### src/rtl/addr_sreg_ctr_if.sv
// rtl/addr_sreg_ctr_if.sv - MCU serial pins and live address bus of addr_sreg_ctr
interface addr_sreg_ctr_if #(
  parameter int DWIDTH = 24
) ();
  logic              sdi;
  logic              shift_en_n;
  logic              load_n;
  logic              inc_n;
  logic [DWIDTH-1:0] out;
  logic              valid;
  logic              wrap;
  logic              err;
  logic              sdo;
  logic [7:0]        debug;

  modport master (
    output sdi, shift_en_n, load_n, inc_n,
    input  out, valid, wrap, err, sdo, debug
  );

  modport slave (
    input  sdi, shift_en_n, load_n, inc_n,
    output out, valid, wrap, err, sdo, debug
  );
endinterface

### src/rtl/addr_sreg_ctr.sv
// rtl/addr_sreg_ctr.sv - serial-load shadow address register with commit and auto-increment
// Optional serial readback of the live address is enabled by defining SREG_READBACK_EN.
module addr_sreg_ctr #(
  parameter int DWIDTH    = 24,
  parameter int CNT_STEP  = 1,
  parameter bit MSB_FIRST = 1'b1
) (
  input logic            clk,
  input logic            rst_n,
  addr_sreg_ctr_if.slave bus
);

  localparam int              CW       = $clog2(DWIDTH + 1);
  localparam logic [CW-1:0]   FULL_CNT = CW'(DWIDTH);
  localparam logic [DWIDTH:0] STEP     = (DWIDTH + 1)'(CNT_STEP);

  typedef enum logic [1:0] {
    ST_IDLE,
    ST_SHIFT,
    ST_FULL
  } state_t;

  state_t            r_state;
  state_t            w_state_nxt;
  logic [DWIDTH-1:0] r_shadow;
  logic [DWIDTH-1:0] w_shadow_nxt;
  logic [DWIDTH-1:0] w_shadow_shifted;
  logic [CW-1:0]     r_bit_cnt;
  logic [CW-1:0]     w_bit_cnt_nxt;
  logic [CW-1:0]     w_bit_cnt_inc;
  logic [DWIDTH-1:0] r_out;
  logic [DWIDTH-1:0] w_out_nxt;
  logic              r_valid;
  logic              w_valid_nxt;
  logic              r_wrap;
  logic              w_wrap_nxt;
  logic              r_err;
  logic              w_err_nxt;
  logic [DWIDTH:0]   w_sum;
  logic              w_shift;
  logic              w_load;
  logic              w_inc;

  assign w_shift       = ~bus.shift_en_n;
  assign w_load        = ~bus.load_n;
  assign w_inc         = ~bus.inc_n;
  assign w_bit_cnt_inc = r_bit_cnt + CW'(1);
  // Carry out of the extra top bit is the wrap indication only.
  assign w_sum         = {1'b0, r_out} + STEP;

  assign w_shadow_shifted = MSB_FIRST ? {r_shadow[DWIDTH-2:0], bus.sdi}
                                      : {bus.sdi, r_shadow[DWIDTH-1:1]};

  always_ff @(posedge clk) begin
    if (!rst_n) begin
      r_state   <= ST_IDLE;
      r_shadow  <= '0;
      r_bit_cnt <= '0;
      r_out     <= '0;
      r_valid   <= 1'b0;
      r_wrap    <= 1'b0;
      r_err     <= 1'b0;
    end else begin
      r_state   <= w_state_nxt;
      r_shadow  <= w_shadow_nxt;
      r_bit_cnt <= w_bit_cnt_nxt;
      r_out     <= w_out_nxt;
      r_valid   <= w_valid_nxt;
      r_wrap    <= w_wrap_nxt;
      r_err     <= w_err_nxt;
    end
  end

  always_comb begin
    w_state_nxt   = r_state;
    w_shadow_nxt  = r_shadow;
    w_bit_cnt_nxt = r_bit_cnt;
    w_out_nxt     = r_out;
    w_valid_nxt   = r_valid;
    w_wrap_nxt    = 1'b0;
    w_err_nxt     = r_err;

    if (w_load) begin
      // Commit sees the pre-shift state; a simultaneous shift bit and increment are dropped.
      w_state_nxt   = ST_IDLE;
      w_bit_cnt_nxt = '0;
      if (r_state == ST_FULL) begin
        w_out_nxt   = r_shadow;
        w_valid_nxt = 1'b1;
        w_err_nxt   = 1'b0;
      end else begin
        w_err_nxt    = 1'b1;
        w_shadow_nxt = '0;
      end
    end else begin
      if (w_shift) begin
        w_shadow_nxt = w_shadow_shifted;
        case (r_state)
          ST_IDLE: begin
            w_bit_cnt_nxt = CW'(1);
            w_state_nxt   = ST_SHIFT;
          end
          ST_SHIFT: begin
            w_bit_cnt_nxt = w_bit_cnt_inc;
            if (w_bit_cnt_inc == FULL_CNT) begin
              w_state_nxt = ST_FULL;
            end
          end
          ST_FULL: begin
            w_err_nxt = 1'b1;
          end
          default: begin
            w_state_nxt = ST_IDLE;
          end
        endcase
      end
      if (w_inc) begin
        w_out_nxt  = w_sum[DWIDTH-1:0];
        w_wrap_nxt = w_sum[DWIDTH];
      end
    end
  end

`ifdef SREG_READBACK_EN
  localparam logic [CW-1:0] LAST_IDX = CW'(DWIDTH - 1);

  logic [CW-1:0] w_rb_cnt;
  logic [CW-1:0] w_rb_idx;
  logic          r_sdo;

  // Once FULL the count sits at DWIDTH, so pin the index on the last bit.
  assign w_rb_cnt = (r_bit_cnt > LAST_IDX) ? LAST_IDX : r_bit_cnt;
  assign w_rb_idx = MSB_FIRST ? (LAST_IDX - w_rb_cnt) : w_rb_cnt;

  always_ff @(posedge clk) begin
    if (!rst_n) begin
      r_sdo <= 1'b0;
    end else begin
      r_sdo <= w_shift & r_out[w_rb_idx];
    end
  end

  assign bus.sdo = r_sdo;
`else
  assign bus.sdo = 1'b0;
`endif

  assign bus.out   = r_out;
  assign bus.valid = r_valid;
  assign bus.wrap  = r_wrap;
  assign bus.err   = r_err;
  assign bus.debug = r_out[7:0];

endmodule

### src/flat_wrapper.sv
// flat-port wrapper written by rule: the top's interface ports become plain ports
module addr_sreg_ctr_flat 
#(
  parameter int DWIDTH    = 24,
  parameter int CNT_STEP  = 1,
  parameter bit MSB_FIRST = 1'b1
)
  (clk, rst_n, bus_sdi, bus_shift_en_n, bus_load_n, bus_inc_n, bus_out, bus_valid, bus_wrap, bus_err, bus_sdo, bus_debug);
  addr_sreg_ctr_if #(.DWIDTH(DWIDTH)) bus_i ();
  input logic clk;
  input logic rst_n;
  input wire logic [$bits(bus_i.sdi)-1:0] bus_sdi;
  input wire logic [$bits(bus_i.shift_en_n)-1:0] bus_shift_en_n;
  input wire logic [$bits(bus_i.load_n)-1:0] bus_load_n;
  input wire logic [$bits(bus_i.inc_n)-1:0] bus_inc_n;
  output wire logic [$bits(bus_i.out)-1:0] bus_out;
  output wire logic [$bits(bus_i.valid)-1:0] bus_valid;
  output wire logic [$bits(bus_i.wrap)-1:0] bus_wrap;
  output wire logic [$bits(bus_i.err)-1:0] bus_err;
  output wire logic [$bits(bus_i.sdo)-1:0] bus_sdo;
  output wire logic [$bits(bus_i.debug)-1:0] bus_debug;
  assign bus_i.sdi = bus_sdi;
  assign bus_i.shift_en_n = bus_shift_en_n;
  assign bus_i.load_n = bus_load_n;
  assign bus_i.inc_n = bus_inc_n;
  assign bus_out = bus_i.out;
  assign bus_valid = bus_i.valid;
  assign bus_wrap = bus_i.wrap;
  assign bus_err = bus_i.err;
  assign bus_sdo = bus_i.sdo;
  assign bus_debug = bus_i.debug;
  addr_sreg_ctr #(.DWIDTH(DWIDTH), .CNT_STEP(CNT_STEP), .MSB_FIRST(MSB_FIRST)) u_core (.clk(clk), .rst_n(rst_n), .bus(bus_i));
endmodule
### config.mk
export PLATFORM = sky130hd
export DESIGN_NAME = addr_sreg_ctr_flat
export DESIGN_NICKNAME = d
export VERILOG_FILES = /design/src/rtl/addr_sreg_ctr_if.sv /design/src/rtl/addr_sreg_ctr.sv /design/src/flat_wrapper.sv
export SDC_FILE = /design/constraint.sdc
export NUM_CORES = 1
export LEC_CHECK = 0
export CORE_MARGIN = 2
export CORE_UTILIZATION = 40
export CTS_BUF_LIST = sky130_fd_sc_hd__clkbuf_8
export DETAILED_ROUTE_END_ITERATION = 7
export PLACE_DENSITY = 0.64
export SLEW_MARGIN = 20
export SYNTH_ARGS = -nofsm -noshare
export SYNTH_HDL_FRONTEND = slang
export SYNTH_SLANG_ARGS = --single-unit
### constraint.sdc
create_clock -name clk -period 2.27 [get_ports clk]
set_input_delay 0.5675 -clock clk [delete_from_list [all_inputs] [get_ports clk]]
set_output_delay 0.5675 -clock clk [all_outputs]
set_load 0.01 [all_outputs]
==> impl_metrics.sql, run 1 <==
INSERT INTO impl_metrics (metric_group, metric, value, unit) VALUES
('synthesis', 'multiplexer_fraction_of_the_synthesized_cell_area', '0.00772', ''),
('drt', 'drt.antenna.violating_nets', '0', ''),
('placement', 'dp.final_hpwl', '5250', 'um'),
('sta', 'rsz0062_at_grt', 'no', ''),
('cts', 'clock_sink_count', '58', ''),
('final_layout', 'instances_no_fill', '472', ''),
('floorplan', 'fp-row-count', '30', ''),
('floorplan', 'die_w', '87.0', 'um'),
('floorplan', 'die_area', '7570', 'um^2'),
('grt', 'grt_pass1_vias', '2437', ''),
('final_layout', 'finish.utilization', '0.535', ''),
('power_and_ir_drop', 'power.ir.vdd_worst', '0.277', 'mV'),
('cts', 'worstSkewPairLatency', '340', 'ps'),
('drt', 'route.final.wire_length', '7470', 'um'),
('synthesis', 'synth_xor_xnor_area_share', '0.00636', ''),
('final_layout', 'design_area', '3600', 'um^2'),
('final_layout', 'syn_to_final_growth', '30.6', '%'),
('power_and_ir_drop', 'power.leakage', '1.30', 'nW'),
('setup_path', 'crit_type', 'reg -> reg', ''),
('run', 'timing.max_cap.violations', '0', ''),
('drt', 'routed_wire_length_per_instance', '15.8', 'um'),
('sta', 'slew_headroom', '0.649', ''),
('placement', 'place_congestion', '0.841', ''),
('setup_path', 'critPathCaptureType', 'flip-flop', ''),
('sta', 'setup_ws', '190', 'ps'),
('grt', 'gr-total-overflow', '0', ''),
('sta', 'final.min_clock_period', '2080', 'ps'),
('sta', 'worstMarginPinSlew', '523', 'ps'),
('sta', 'timing.clock.skew', '9.09', 'ps'),
('power_and_ir_drop', 'total_power', '2.45', 'mW'),
('power_and_ir_drop', 'powerDensity', '681', 'nW/um^2'),
('cts', 'cts_hold_buffers', '0', ''),
('synthesis', 'synthAdderAreaFrac', '0.00908', ''),
('drt', 'drc', '0', ''),
('synthesis', 'syn_area', '2760', 'um^2'),
('synthesis', 'syn_avg_cell_area', '8.22', 'um^2'),
('synthesis', 'simple_logic_cell_fraction_of_the_synthesized_area', '0.247', ''),
('power_and_ir_drop', 'power.internal', '1.90', 'mW'),
('drt', 'dr_pass1_iterations', '5', ''),
('cts', 'htreeDepth', '3', ''),
('worst_hold_path', 'worstHoldPathType', 'reg -> reg', ''),
('sta', 'holdWs', '478', 'ps'),
('synthesis', 'synth_compound_area_frac', '0.245', ''),
('floorplan', 'initial_core_util', '0.410', ''),
('setup_path', 'timing.critical_path.required', '2540', 'ps'),
('sta', 'setup_viol', '0', ''),
('status', 'outcome', 'finished clean', ''),
('power_and_ir_drop', 'switching_power', '0.544', 'mW'),
('floorplan', 'placeableCoreArea', '6720', 'um^2'),
('synthesis', 'combinational_family_with_the_most_area_after_synthesis', 'simple AND/OR/NAND/NOR gates', ''),
('synthesis', 'synth_flop_cell', 'sky130_fd_sc_hd__dfxtp_1', ''),
('sta', 'fin_crit_sh', '0.916', ''),
('power_and_ir_drop', 'clock_power_share', '0.494', ''),
('floorplan', 'boundaryPins', '42', ''),
('final_layout', 'final_nets', '395', ''),
('grt', 'grt_antenna_before_repair', '0', ''),
('placement', 'post_place_instance_area', '3350', 'um^2'),
('cts', 'clkSlewWorstSetupHoldPaths', '70', 'ps'),
('drt', 'vias_per_cell', '5.83', ''),
('final_layout', 'diodes', '0', ''),
('power_and_ir_drop', 'switching_share', '0.222', ''),
('cts', 'cts_setup_buffers', '0', ''),
('synthesis', 'synth_async_sr_flop_share', '0', ''),
('power_and_ir_drop', 'power.combinational.fraction', '0.078', ''),
('sta', 'setup-tns-final', '0', 'ps'),
('floorplan', 'die_height', '87.0', 'um'),
('drt', 'routed-via-count', '2751', ''),
('setup_path', 'worst-path-max-fanout', '6', ''),
('synthesis', 'synth.lib_cells_used.distinct', '48', ''),
('cts', 'clock-root-buffer', 'sky130_fd_sc_hd__clkbuf_8', ''),
('synthesis', 'synth_edf_count', '0', '');
## area by class of cell
type	count	area [um^2]
well taps	80	100
repair buffers	68	636
flip-flops and latches	58	1160
fillers	628	3120
clock buffers	11	151
inverters	7	26.3
clock inverters	5	100
multi-input cells	243	1420
## worst max-delay path: stages, from the launching register on
cell and delay [ps]:
sky130_fd_sc_hd__dfxtp_1 430, sky130_fd_sc_hd__ha_1 240, sky130_fd_sc_hd__nand4_1 250, sky130_fd_sc_hd__nor3_1 410, sky130_fd_sc_hd__nand4_1 180, sky130_fd_sc_hd__or3_1 340, sky130_fd_sc_hd__a31oi_1 160
## per-layer routing
layer  global-route usage  vias up  part of all wire
li1                     -     1338                 -
met1                0.287     1306              0.47
met2                0.303       94              0.45
met3               0.0531       13             0.056
met4               0.0781        0             0.020
met5                    0        -                 0
## final timing paths
path,from,endpoint,slack [ps],cells after the start
worst max-delay path,u_core.bus.out[1],u_core.bus.out[18],190,6
worst min-delay path,u_core.bus.valid,u_core.bus.valid,480,2
worst max register to register,u_core.bus.out[1],u_core.bus.out[18],190,6
worst min register to register,u_core.bus.valid,u_core.bus.valid,480,2
## state kept, by name, indices dropped and copies added, names as in the netlist
register,count
u_core.bus.valid,1
u_core.r_bit_cnt,5
u_core.bus.out,24
u_core.r_shadow,24
u_core.r_state,2
u_core.bus.wrap,1
u_core.bus.err,1
## cell usage in the layout, fill, tap and decap left out, types with 3 or more instances in the layout
cell	instances
sky130_fd_sc_hd__a211oi_1	6
sky130_fd_sc_hd__a21oi_1	22
sky130_fd_sc_hd__a221oi_1	4
sky130_fd_sc_hd__a22oi_1	25
sky130_fd_sc_hd__a311oi_1	5
sky130_fd_sc_hd__a31oi_1	7
sky130_fd_sc_hd__and3_1	9
sky130_fd_sc_hd__buf_4	26
sky130_fd_sc_hd__bufinv_16	3
sky130_fd_sc_hd__clkbuf_8	11
sky130_fd_sc_hd__clkdlybuf4s50_1	40
sky130_fd_sc_hd__dfxtp_1	58
sky130_fd_sc_hd__inv_1	7
sky130_fd_sc_hd__nand2_1	25
sky130_fd_sc_hd__nand3_1	13
sky130_fd_sc_hd__nand4_1	11
sky130_fd_sc_hd__nand4b_1	3
sky130_fd_sc_hd__nor2_1	47
sky130_fd_sc_hd__nor3_1	8
sky130_fd_sc_hd__o21ai_0	22
## cells by family (layout without fill, tap and decap cells)
family	Yosys count	in the layout
flops	58	58
compound gates	103	103
mux	2	2
other cells	1	1
buf+inv	34	91
simple gates	133	133
fa+ha+maj	2	2
xor+xnor	2	2
## cell usage after synthesis, types with 3 or more instances
| master | count | area, um^2 |
|---|---|---|
| sky130_fd_sc_hd__a22oi_1 | 25 | 188 |
| sky130_fd_sc_hd__a311oi_1 | 5 | 43.8 |
| sky130_fd_sc_hd__and3_1 | 9 | 56.3 |
| sky130_fd_sc_hd__clkbuf_1 | 13 | 48.8 |
| sky130_fd_sc_hd__nor2_1 | 47 | 176 |
| sky130_fd_sc_hd__dfxtp_1 | 58 | 1160 |
| sky130_fd_sc_hd__o21ai_0 | 22 | 110 |
| sky130_fd_sc_hd__a211oi_1 | 6 | 45.0 |
| sky130_fd_sc_hd__a221oi_1 | 4 | 35.0 |
| sky130_fd_sc_hd__inv_1 | 7 | 26.3 |
| sky130_fd_sc_hd__nand4_1 | 11 | 68.8 |
| sky130_fd_sc_hd__a21oi_1 | 22 | 110 |
| sky130_fd_sc_hd__a31oi_1 | 7 | 43.8 |
| sky130_fd_sc_hd__nand4b_1 | 3 | 26.3 |
| sky130_fd_sc_hd__nor3_1 | 8 | 40.0 |
| sky130_fd_sc_hd__buf_4 | 11 | 82.6 |
| sky130_fd_sc_hd__nand3_1 | 13 | 65.1 |
| sky130_fd_sc_hd__nand2_1 | 25 | 93.8 |
## power groups by stage
stage / combinational, mW / sequential (mW) / clock [mW]
2_1_floorplan: 0.0943 / 1.07 / 0
5_1_grt: 0.209 / 1.05 / 1.26
4_1_cts: 0.191 / 1.05 / 1.21
6_report: 0.191 / 1.05 / 1.21
3_5_place_dp: 0.189 / 1.07 / 0
3_3_place_gp: 0.187 / 1.07 / 0
Note: power is estimated with default switching activity, not from simulation.
==> run 2: changes to the inputs <==
--- a/config.mk
+++ b/config.mk
@@ -14,3 +14,4 @@
 export SYNTH_ARGS = -nofsm -noshare
 export SYNTH_HDL_FRONTEND = slang
 export SYNTH_SLANG_ARGS = --single-unit
+export TNS_END_PERCENT = 5
==> results of run 2 <==
Final layout, timing and power as in run 1 (identical DEF).
==> run 3: changes to the inputs <==
--- a/config.mk
+++ b/config.mk
@@ -5,11 +5,13 @@
 export SDC_FILE = /design/constraint.sdc
 export NUM_CORES = 1
 export LEC_CHECK = 0
+export CORE_ASPECT_RATIO = 0.75
 export CORE_MARGIN = 2
 export CORE_UTILIZATION = 40
 export CTS_BUF_LIST = sky130_fd_sc_hd__clkbuf_8
 export DETAILED_ROUTE_END_ITERATION = 7
 export PLACE_DENSITY = 0.64
+export SKIP_LAST_GASP = 1
 export SLEW_MARGIN = 20
 export SYNTH_ARGS = -nofsm -noshare
 export SYNTH_HDL_FRONTEND = slang
==> run 3 against run 2 <==
Net effect: total power is 5.9% lower; critical path depth is 5 lower; wire length is 4.3% higher; non-clock buffer count is 4 lower; clock-buffer cell count is 1 lower; critical path type is now reg -> out; critical endpoint is now bus_out[16]; largest cell class unchanged; largest power group unchanged; highest routed layer unchanged.
==> impl_metrics.sql, run 3 (synthesized netlist as in run 1, its figures left out) <==
INSERT INTO impl_metrics (metric_group, metric, value, unit) VALUES
('placement', 'post_place_instance_area', '3330', 'um^2'),
('setup_path', 'timing.critical_path.required', '1700', 'ps'),
('sta', 'rsz0062_at_grt', 'no', ''),
('status', 'outcome', 'finished clean', ''),
('drt', 'routed-via-count', '2753', ''),
('setup_path', 'worst-path-buf-inv', '1', ''),
('power_and_ir_drop', 'power.sequential.fraction', '0.455', ''),
('cts', 'clkSlewWorstSetupHoldPaths', '70', 'ps'),
('cts', 'htreeDepth', '3', ''),
('setup_path', 'cp_num_cells', '1', ''),
('final_layout', 'final_nets', '391', ''),
('setup_path', 'cp_slowest_stage_delay', '600', 'ps'),
('run', 'timing.max_cap.violations', '0', ''),
('sta', 'report.final.slew_viol_count', '0', ''),
('setup_path', 'element_type_at_the_critical_path_start', 'flip-flop', ''),
('placement', 'dp.final_hpwl', '5500', 'um'),
('floorplan', 'boundaryPins', '42', ''),
('power_and_ir_drop', 'power.internal', '1.76', 'mW'),
('sta', 'fin_crit_sh', '0.876', ''),
('floorplan', 'placeableCoreArea', '6730', 'um^2'),
('cts', 'cts_resized', '0', ''),
('final_layout', 'mostFrequentLayoutCell', 'sky130_fd_sc_hd__dfxtp_1', ''),
('drt', 'drc', '0', ''),
('cts', 'cts_hold_buffers', '0', ''),
('grt', 'grt_util_all_layers', '0.209', ''),
('power_and_ir_drop', 'powerDensity', '648', 'nW/um^2'),
('drt', 'route.final.wire_length', '7800', 'um'),
('floorplan', 'fp-row-count', '26', ''),
('grt', 'grt_busiest_layer', 'met1', ''),
('cts', 'cts_inserted_buffers', '9', ''),
('floorplan', 'die_height', '75.9', 'um'),
('final_layout', 'most-common-layout-cells', 'sky130_fd_sc_hd__dfxtp_1, sky130_fd_sc_hd__nor2_1, sky130_fd_sc_hd__clkdlybuf4s50_1', ''),
('power_and_ir_drop', 'power.ir.vdd_worst', '0.213', 'mV'),
('floorplan', 'die_area', '7570', 'um^2'),
('power_and_ir_drop', 'clock_power_share', '0.463', ''),
('grt', 'groute.layer.met1.usage', '0.314', ''),
('setup_path', 'r2r_start', 'u_core.bus.out[6]', ''),
('worst_hold_path', 'whs_path_depth', '2', ''),
('grt', 'largest_net_degree_at_the_start_of_global_routing', '25', ''),
('power_and_ir_drop', 'switching_share', '0.237', ''),
('sta', 'hold_fails_final_rpt', '0', ''),
('grt', 'global_route_wire_length_before_repair', '12100', 'um'),
('grt', 'grt_antenna_before_repair', '0', ''),
('setup_path', 'timing.rr.end', 'u_core.bus.out[21]', ''),
('power_and_ir_drop', 'power.combinational.fraction', '0.082', ''),
('sta', 'slew_headroom', '0.646', ''),
('setup_path', 'wp_data_arrival', '1420', 'ps'),
('setup_path', 'worst-path-max-fanout', '8', ''),
('cts', 'tritoncts', 'built', ''),
('sta', 'setup-tns-final', '0', 'ps'),
('power_and_ir_drop', 'switching_power', '0.546', 'mW'),
('sta', 'setup_ws', '282', 'ps'),
('drt', 'routed_wire_length_per_instance', '16.5', 'um'),
('sta', 'worstMarginPinSlew', '527', 'ps'),
('cts', 'cts_setup_buffers', '0', ''),
('setup_path', 'ff_to_ff_path_depth', '5', ''),
('drt', 'vias_per_cell', '5.83', ''),
('worst_hold_path', 'worstHoldPathType', 'reg -> reg', ''),
('cts', 'clock-root-buffer', 'sky130_fd_sc_hd__clkbuf_8', ''),
('sta', 'holdWs', '498', 'ps'),
('placement', 'buffer_ports.inserted', '40', ''),
('placement', 'place_congestion', '0.868', ''),
('sta', 'setup_viol', '0', ''),
('final_layout', 'drive_gt1_frac', '0.119', ''),
('setup_path', 'startpoint', 'u_core.bus.out[16]', ''),
('setup_path', 'regToRegSetupSlack', '320', 'ps'),
('setup_path', 'critical_path.top_delay_family', 'buffers and inverters', ''),
('grt', 'gr-total-overflow', '0', ''),
('grt', 'grt_pass1_vias', '2340', ''),
('final_layout', 'filler_instances', '621', ''),
('cts', 'clockBufferDepth', '2', ''),
('drt', 'dr_pass1_iterations', '5', ''),
('final_layout', 'diodes', '0', ''),
('sta', 'fmax', '503', 'MHz'),
('sta', 'final.min_clock_period', '1990', 'ps'),
('grt', 'groute.layer.met3.usage', '0.0596', ''),
('setup_path', 'timing.critical_path.slowest_stage_cell', 'sky130_fd_sc_hd__clkdlybuf4s50_1', ''),
('sta', 'timing.clock.skew', '7.34', 'ps'),
('placement', 'preCtsSetupSlack', '51.1', 'ps'),
('drt', 'detailedRoute.firstIterationViolations', '243', ''),
('floorplan', 'die_w', '99.8', 'um'),
('setup_path', 'crit_type', 'reg -> out', ''),
('setup_path', 'critPathCaptureType', 'output port', ''),
('power_and_ir_drop', 'power.leakage', '1.27', 'nW'),
('final_layout', 'syn_to_final_growth', '28.9', '%'),
('setup_path', 'endpoint', 'bus_out[16]', ''),
('drt', 'drt.antenna.violating_nets', '0', ''),
('floorplan', 'initial_core_util', '0.409', ''),
('cts', 'worstSkewPairLatency', '340', 'ps'),
('cts', 'clock_sink_count', '58', ''),
('setup_path', 'path_cells', 'clkdlybuf4s50_1', ''),
('grt', 'gr-usage-met2', '0.283', ''),
('final_layout', 'design_area', '3550', 'um^2');
-- run 3: changes by cell type in the layout (fill, tap and decap cells not counted), sizes merged --
cell / delta
clkinvlp: +1
bufinv: -1
clkbuf: -1
inv: +1
buf: -4
-- run 3: routing by layer --
metal	vias up	wire (um)
met1	1284	3830
met5	-	0
met4	0	118
li1	1335	-
met3	13	637
met2	121	3210
-- run 3: cell type report --
cell class | instances | area [um^2] | share of cell area
Sequential cell | 58 | 1160 | 0.327
Inverter | 7 | 26.3 | 0.00740
Clock inverter | 6 | 81.3 | 0.0229
Tap cell | 84 | 105 | 0.0296
Clock buffer | 10 | 138 | 0.0387
Timing Repair Buffer | 64 | 618 | 0.174
Multi-Input combinational cell | 243 | 1420 | 0.400
-- run 3: worst min-delay path by stage --
stage,slack (ps),end,start
final,500,u_core.bus.valid,u_core.bus.valid
after global routing,530,u_core.bus.valid,u_core.bus.valid
after CTS,500,u_core.bus.valid,u_core.bus.valid
after detailed placement,490,u_core.bus.valid,u_core.bus.valid
after global placement,480,u_core.bus.valid,u_core.bus.valid
after floorplan,460,u_core.bus.out[19],u_core.r_shadow[19]
-- run 3: power by group through the flow --
| stage | clock network, mW | logic (mW) | registers (mW) |
|---|---|---|---|
| global placement | 0 | 0.187 | 1.07 |
| detailed placement | 0 | 0.187 | 1.07 |
| floorplan | 0 | 0.0943 | 1.07 |
| global route | 1.13 | 0.207 | 1.05 |
| finish | 1.07 | 0.189 | 1.05 |
| CTS | 1.09 | 0.188 | 1.05 |
-- run 3: stage by stage --
| stage | instances | power [mW] | utilization |
|---|---|---|---|
| 4_1_cts | 472 | 2.32 | 0.527 |
| 3_5_place_dp | 456 | 1.26 | 0.495 |
| 3_3_place_gp | 456 | 1.26 | 0.495 |
| 6_report | 472 | 2.30 | 0.527 |
| 2_1_floorplan | 335 | 1.17 | - |
| 5_1_grt | 472 | 2.39 | 0.527 |
